--- config.mk ---
export PLATFORM = sky130hd
export DESIGN_NAME = fetch_queue_flat
export DESIGN_NICKNAME = d
export VERILOG_FILES = /design/src/rtl/fetch_queue_if.sv /design/src/rtl/fetch_queue.sv /design/src/flat_wrapper.sv
export SDC_FILE = /design/constraint.sdc
export NUM_CORES = 1
export LEC_CHECK = 0
export BUFFER_PORTS_ARGS = -buffer_cell sky130_fd_sc_hd__buf_2
export CAP_MARGIN = 10
export CORE_MARGIN = 2
export CORE_UTILIZATION = 40
export CTS_BUF_LIST = sky130_fd_sc_hd__clkbuf_8
export CTS_CLUSTER_DIAMETER = 40
export DETAILED_ROUTE_END_ITERATION = 8
export HOLD_SLACK_MARGIN = 0.06
export PLACE_DENSITY_LB_ADDON = 0.1
export SLEW_MARGIN = 20
export SYNTH_ARGS = -nofsm -noshare
export SYNTH_HDL_FRONTEND = slang
export SYNTH_SLANG_ARGS = --single-unit
export TNS_END_PERCENT = 5
--- constraint.sdc ---
create_clock -name CLK -period 10.3 [get_ports CLK]
set_clock_uncertainty 0.2 [all_clocks]
set_input_delay 2.575 -clock CLK [delete_from_list [all_inputs] [get_ports CLK]]
set_output_delay 2.575 -clock CLK [all_outputs]
set_load 0.005 [all_outputs]
--- src/rtl/fetch_queue_if.sv ---
// Fetch-queue bus bundle: IMEM request/response channel plus the decode-side channel.
// master = fetch_queue, slave = memory/decode environment.
interface fetch_queue_if;
    logic        IMEM_Req_Valid;
    logic        IMEM_Req_Ready;
    logic [31:0] IMEM_Addr;
    logic        IMEM_Resp_Valid;
    logic [31:0] IMEM_Resp_Data;
    logic        Stall_D;
    logic        Flush;
    logic [31:0] Redirect_PC;
    logic        Valid_D;
    logic [31:0] Instr_D;
    logic [31:0] PC_D;

    modport master (
        output IMEM_Req_Valid, IMEM_Addr, Valid_D, Instr_D, PC_D,
        input  IMEM_Req_Ready, IMEM_Resp_Valid, IMEM_Resp_Data, Stall_D, Flush, Redirect_PC
    );

    modport slave (
        input  IMEM_Req_Valid, IMEM_Addr, Valid_D, Instr_D, PC_D,
        output IMEM_Req_Ready, IMEM_Resp_Valid, IMEM_Resp_Data, Stall_D, Flush, Redirect_PC
    );
endinterface

--- src/rtl/fetch_queue.sv ---
// Instruction fetch front end: PC, credit-limited IMEM requests, in-order response queue to decode.
// Optional FETCH_BYPASS_EN: a response arriving at an empty queue reaches decode the same cycle.
module fetch_queue #(
    parameter int unsigned DEPTH    = 4,
    parameter logic [31:0] RESET_PC = 32'h0000_0000
) (
    input  logic          CLK,
    input  logic          RST,
    fetch_queue_if.master bus
);
    localparam int unsigned   PW  = $clog2(DEPTH);
    localparam logic [31:0]   NOP = 32'h0000_0013;
    localparam logic [PW+1:0] CAP = (PW+2)'(DEPTH);

    logic [31:0]   pc;
    logic [31:0]   q_instr [DEPTH];
    logic [31:0]   q_pc    [DEPTH];
    logic [31:0]   f_pc    [DEPTH];
    logic [PW-1:0] q_rd, q_wr, f_rd, f_wr;
    logic [PW:0]   q_count, outstanding, drop;
    logic [PW:0]   outstanding_next, drop_next;
    logic [PW+1:0] credit_used;
    logic          q_empty, req_fire, resp_ok, resp_keep, q_push, q_pop, bypass_take;

    // Queued plus in-flight never exceeds DEPTH, so a response always has a free slot.
    assign q_empty            = (q_count == '0);
    assign credit_used        = {1'b0, q_count} + {1'b0, outstanding};
    assign bus.IMEM_Req_Valid = !RST && (credit_used < CAP);
    assign bus.IMEM_Addr      = pc;
    assign req_fire           = bus.IMEM_Req_Valid && bus.IMEM_Req_Ready;
    assign resp_ok            = bus.IMEM_Resp_Valid && (outstanding != '0);
    assign resp_keep          = resp_ok && (drop == '0);
    assign q_pop              = !q_empty && !bus.Stall_D && !bus.Flush;
    assign q_push             = resp_keep && !bypass_take && !bus.Flush;

`ifdef FETCH_BYPASS_EN
    logic bypass_hit;
    assign bypass_hit  = resp_keep && q_empty;
    assign bypass_take = bypass_hit && !bus.Stall_D && !bus.Flush;
    assign bus.Valid_D = !q_empty || bypass_hit;
    assign bus.Instr_D = !q_empty ? q_instr[q_rd] : (bypass_hit ? bus.IMEM_Resp_Data : NOP);
    assign bus.PC_D    = !q_empty ? q_pc[q_rd]    : (bypass_hit ? f_pc[f_rd] : 32'h0);
`else
    assign bypass_take = 1'b0;
    assign bus.Valid_D = !q_empty;
    assign bus.Instr_D = q_empty ? NOP   : q_instr[q_rd];
    assign bus.PC_D    = q_empty ? 32'h0 : q_pc[q_rd];
`endif

    // After a redirect every request still in flight is stale, so the drop count
    // becomes the outstanding count left after this cycle's request and response.
    always_comb begin
        outstanding_next = outstanding + {{PW{1'b0}}, req_fire} - {{PW{1'b0}}, resp_ok};
        drop_next        = drop;
        if (bus.Flush)
            drop_next = outstanding_next;
        else if (resp_ok && (drop != '0))
            drop_next = drop - 1'b1;
    end

    always_ff @(posedge CLK) begin
        if (RST) begin
            pc          <= RESET_PC;
            q_rd        <= '0;
            q_wr        <= '0;
            q_count     <= '0;
            f_rd        <= '0;
            f_wr        <= '0;
            outstanding <= '0;
            drop        <= '0;
        end else begin
            outstanding <= outstanding_next;
            drop        <= drop_next;
            if (req_fire) f_wr <= f_wr + 1'b1;
            if (resp_ok)  f_rd <= f_rd + 1'b1;
            if (bus.Flush) begin
                pc      <= bus.Redirect_PC & 32'hFFFF_FFFC;
                q_rd    <= '0;
                q_wr    <= '0;
                q_count <= '0;
            end else begin
                if (req_fire) pc   <= pc + 32'd4;
                if (q_push)   q_wr <= q_wr + 1'b1;
                if (q_pop)    q_rd <= q_rd + 1'b1;
                q_count <= q_count + {{PW{1'b0}}, q_push} - {{PW{1'b0}}, q_pop};
            end
        end
    end

    always_ff @(posedge CLK) begin
        if (req_fire)
            f_pc[f_wr] <= pc;
        if (q_push) begin
            q_instr[q_wr] <= bus.IMEM_Resp_Data;
            q_pc[q_wr]    <= f_pc[f_rd];
        end
    end

    assert property (@(posedge CLK) disable iff (RST) !(bus.IMEM_Resp_Valid && (outstanding == '0)));
endmodule

--- src/flat_wrapper.sv ---
// flat-port wrapper written by rule: the top's interface ports become plain ports
module fetch_queue_flat 
#(
    parameter int unsigned DEPTH    = 4,
    parameter logic [31:0] RESET_PC = 32'h0000_0000
)
  (CLK, RST, bus_IMEM_Req_Valid, bus_IMEM_Addr, bus_Valid_D, bus_Instr_D, bus_PC_D, bus_IMEM_Req_Ready, bus_IMEM_Resp_Valid, bus_IMEM_Resp_Data, bus_Stall_D, bus_Flush, bus_Redirect_PC);
  fetch_queue_if bus_i ();
  input  logic CLK;
  input  logic RST;
  output wire logic [$bits(bus_i.IMEM_Req_Valid)-1:0] bus_IMEM_Req_Valid;
  output wire logic [$bits(bus_i.IMEM_Addr)-1:0] bus_IMEM_Addr;
  output wire logic [$bits(bus_i.Valid_D)-1:0] bus_Valid_D;
  output wire logic [$bits(bus_i.Instr_D)-1:0] bus_Instr_D;
  output wire logic [$bits(bus_i.PC_D)-1:0] bus_PC_D;
  input wire logic [$bits(bus_i.IMEM_Req_Ready)-1:0] bus_IMEM_Req_Ready;
  input wire logic [$bits(bus_i.IMEM_Resp_Valid)-1:0] bus_IMEM_Resp_Valid;
  input wire logic [$bits(bus_i.IMEM_Resp_Data)-1:0] bus_IMEM_Resp_Data;
  input wire logic [$bits(bus_i.Stall_D)-1:0] bus_Stall_D;
  input wire logic [$bits(bus_i.Flush)-1:0] bus_Flush;
  input wire logic [$bits(bus_i.Redirect_PC)-1:0] bus_Redirect_PC;
  assign bus_IMEM_Req_Valid = bus_i.IMEM_Req_Valid;
  assign bus_IMEM_Addr = bus_i.IMEM_Addr;
  assign bus_Valid_D = bus_i.Valid_D;
  assign bus_Instr_D = bus_i.Instr_D;
  assign bus_PC_D = bus_i.PC_D;
  assign bus_i.IMEM_Req_Ready = bus_IMEM_Req_Ready;
  assign bus_i.IMEM_Resp_Valid = bus_IMEM_Resp_Valid;
  assign bus_i.IMEM_Resp_Data = bus_IMEM_Resp_Data;
  assign bus_i.Stall_D = bus_Stall_D;
  assign bus_i.Flush = bus_Flush;
  assign bus_i.Redirect_PC = bus_Redirect_PC;
  fetch_queue #(.DEPTH(DEPTH), .RESET_PC(RESET_PC)) u_core (.CLK(CLK), .RST(RST), .bus(bus_i));
endmodule
==> flow_metrics.env <==
export IMPL_ctsHoldBuffers=0
export IMPL_postCtsResizedCells=0
export IMPL_detail_route_vias_per_cell=5.01
export IMPL_antenna_found_initial=0
export IMPL_drive_above_1_share_pct=34.9
export IMPL_p_leak_nw=6.62
export IMPL_hp_class="reg2reg"
export IMPL_detail_route_antenna_nets=0
export IMPL_cap_viol_max_count=0
export IMPL_port_buffers=161
export IMPL_drc=0
export IMPL_synthFlopType="edfxtp_1"
export IMPL_ys_types=44
export IMPL_grt_pass1_wl_microns=52500
export IMPL_num_io_pins=168
export IMPL_timing_fmax_mhz=149
export IMPL_grt_usage_pct=16.6
export IMPL_hold_ws_ns=0.313
export IMPL_synth_yosys_seq_area_share_pct=73.4
export IMPL_finalCritPeriodShare_pct=65.4
export IMPL_synth_seq_cells=419
export IMPL_synth_avg_cell_area_sq_um=19.0
export IMPL_worstPathRequired_ns=7.53
export IMPL_startpoint="RST"
export IMPL_synth_top_area_cell="edfxtp_1"
export IMPL_r2r_start="u_core.outstanding[1]"
export IMPL_outcome="finished clean"
export IMPL_cp_arrival_ns=3.96
export IMPL_setup_worst_path_class="in2out"
export IMPL_max_vdd_ir_drop_uv=98.7
export IMPL_clk_path_buf_depth=3
export IMPL_power_density_nw_per_um2=206
export IMPL_hp_start="u_core.f_wr[1]"
export IMPL_synth_area_top_cells="edfxtp_1, mux4_2, dfxtp_1"
export IMPL_p_total_mw=3.99
export IMPL_rows=74
export IMPL_worstSetupEndpointType="output port"
export IMPL_cts_buffers=76
export IMPL_postCtsSetupRepairBufs=0
export IMPL_cts_tree="done"
export IMPL_die_width_microns=207
export IMPL_synth_area_sq_um=16500
export IMPL_core_area_sq_um=40700
export IMPL_dr_first_iter_drc_count=524
export IMPL_first_pass_iters=4
export IMPL_antenna_cells=0
export IMPL_area_delta_synth_final_pct=17.5
export IMPL_finalSetupTns_ns=0
export IMPL_grt_pass1_vias=8874
export IMPL_slew_violations=0
export IMPL_drt_wl_total_microns=34400
export IMPL_dpl_hpwl_microns=19600
export IMPL_overflow=0
export IMPL_syn_instance_count=868
export IMPL_grt_max_degree=63
export IMPL_clock_sinks=419
export IMPL_slew_headroom_pct=32.1
export IMPL_start_util_pct=40.4
export IMPL_cts_root_buffer="clkbuf_8"
export IMPL_post_place_ws_ns=3.55
export IMPL_finalNetCount=1166
export IMPL_rsz0062_at_grt="no"
export IMPL_routedWlPerCell_microns=20.6
export IMPL_fp_dieH_microns=207
export IMPL_htree_levels=3
export IMPL_ys_warn_count=0
export IMPL_yosys_top_cells_count="edfxtp_1, mux4_2, nor2b_1"
export IMPL_insertion_delay_ns=0.60
export IMPL_synthArstFlopShare_pct=0
export IMPL_cp_start_kind="input port"
export IMPL_worstMarginPinSlew_ns=1.02
export IMPL_synth_most_common_cell="edfxtp_1"
export IMPL_finalHoldViolCount=0
export IMPL_die_area_sq_um=42800
export IMPL_cts_clk_slew_worst_paths_ns=0.05
export IMPL_critPathMaxFanout=44
export IMPL_finalSetupViolations=0
export IMPL_post_route_min_period_ns=6.73
export IMPL_setup_slack_ns=3.57
export IMPL_gp_congestion=0.735
export IMPL_synth_edff_count=368
export IMPL_synth_top_area_share_pct=67.1
export IMPL_num_vias=8357
==> cells by family (layout without fill, tap and decap cells) <==
group | after synthesis | after routing | synth area share (%)
other cells | 1 | 4 | 0.0228
mux | 95 | 95 | 12.8
simple gates | 196 | 196 | 6.73
xor+xnor | 40 | 40 | 2.13
flops | 419 | 419 | 73.4
buf+inv | 62 | 327 | 1.67
compound gates | 36 | 36 | 1.79
fa+ha+maj | 19 | 19 | 1.54
==> power breakdown <==
| part | internal, mW | switching (mW) | leakage (nW) |
|---|---|---|---|
| Clock | 0.850 | 0.665 | 0.863 |
| Combinational | 0.197 | 0.231 | 1.99 |
| Sequential | 1.99 | 0.0548 | 3.77 |
| Total | 3.04 | 0.951 | 6.62 |
==> critical path, cell delays in order <==
cell    delay, ns
buf_2        0.40
or4_4        0.70
nor2_1       0.15
buf_2        0.13
==> state kept, by name, summed over array words and instances (netlist names), named ones only <==
register              flops
u_core.bus.IMEM_Addr     30
u_core.outstanding        3
u_core.f_wr               2
u_core.drop               3
u_core.q_wr               2
u_core.q_rd               2
u_core.q_count            3
u_core.q_instr          128
u_core.q_pc             120
u_core.f_pc             120
u_core.f_rd               2
==> area by class of cell <==
type,count,area (sq um)
timing repair buffer,173,896
clock inverter,53,338
inverter,17,63.8
sequential,419,12100
multi-input combinational,390,4140
fill,3564,21400
clock buffer,84,1160
tap,532,666
==> cell usage in the layout, fill, tap and decap left out, types with 14 or more instances in the layout <==
master,count
xor2_1,26
nor2_1,42
inv_1,44
dfxtp_1,47
clkbuf_8,84
nand4_1,18
mux4_2,92
a211oi_1,14
edfxtp_1,368
ha_1,17
nor2b_1,60
buf_2,161
nand2_1,21
xnor2_1,14
==> through the flow <==
stage | util [%] | cells | cell area [sq um]
2_1_floorplan | - | 871 | 16500
3_3_place_gp | 43.8 | 1531 | 17800
3_5_place_dp | 43.8 | 1531 | 17800
4_1_cts | 47.5 | 1668 | 19300
5_1_grt | 47.5 | 1668 | 19300
6_report | 47.5 | 1668 | 19300
==> routing by layer <==
layer | up-vias | share of wire, % | wire, microns | global-route usage (%)
met5 | - | 0 | 0 | 0
met3 | 61 | 5.3 | 1810 | 3.80
met2 | 225 | 48 | 16400 | 27.0
li1 | 3840 | - | - | -
met4 | 0 | 2.0 | 685 | 5.55
met1 | 4231 | 45 | 15500 | 22.2
==> worst paths after layout <==
kind / to / slack (ns) / cells past startpoint
worst min-delay path: u_core.f_wr[1] / 0.31 / 2
worst min register to register: u_core.f_wr[1] / 0.31 / 2
worst max register to register: u_core.q_pc[1][9] / 6.94 / 4
worst max-delay path: bus_IMEM_Req_Valid / 3.57 / 4
(Power assumes the default switching activity.)
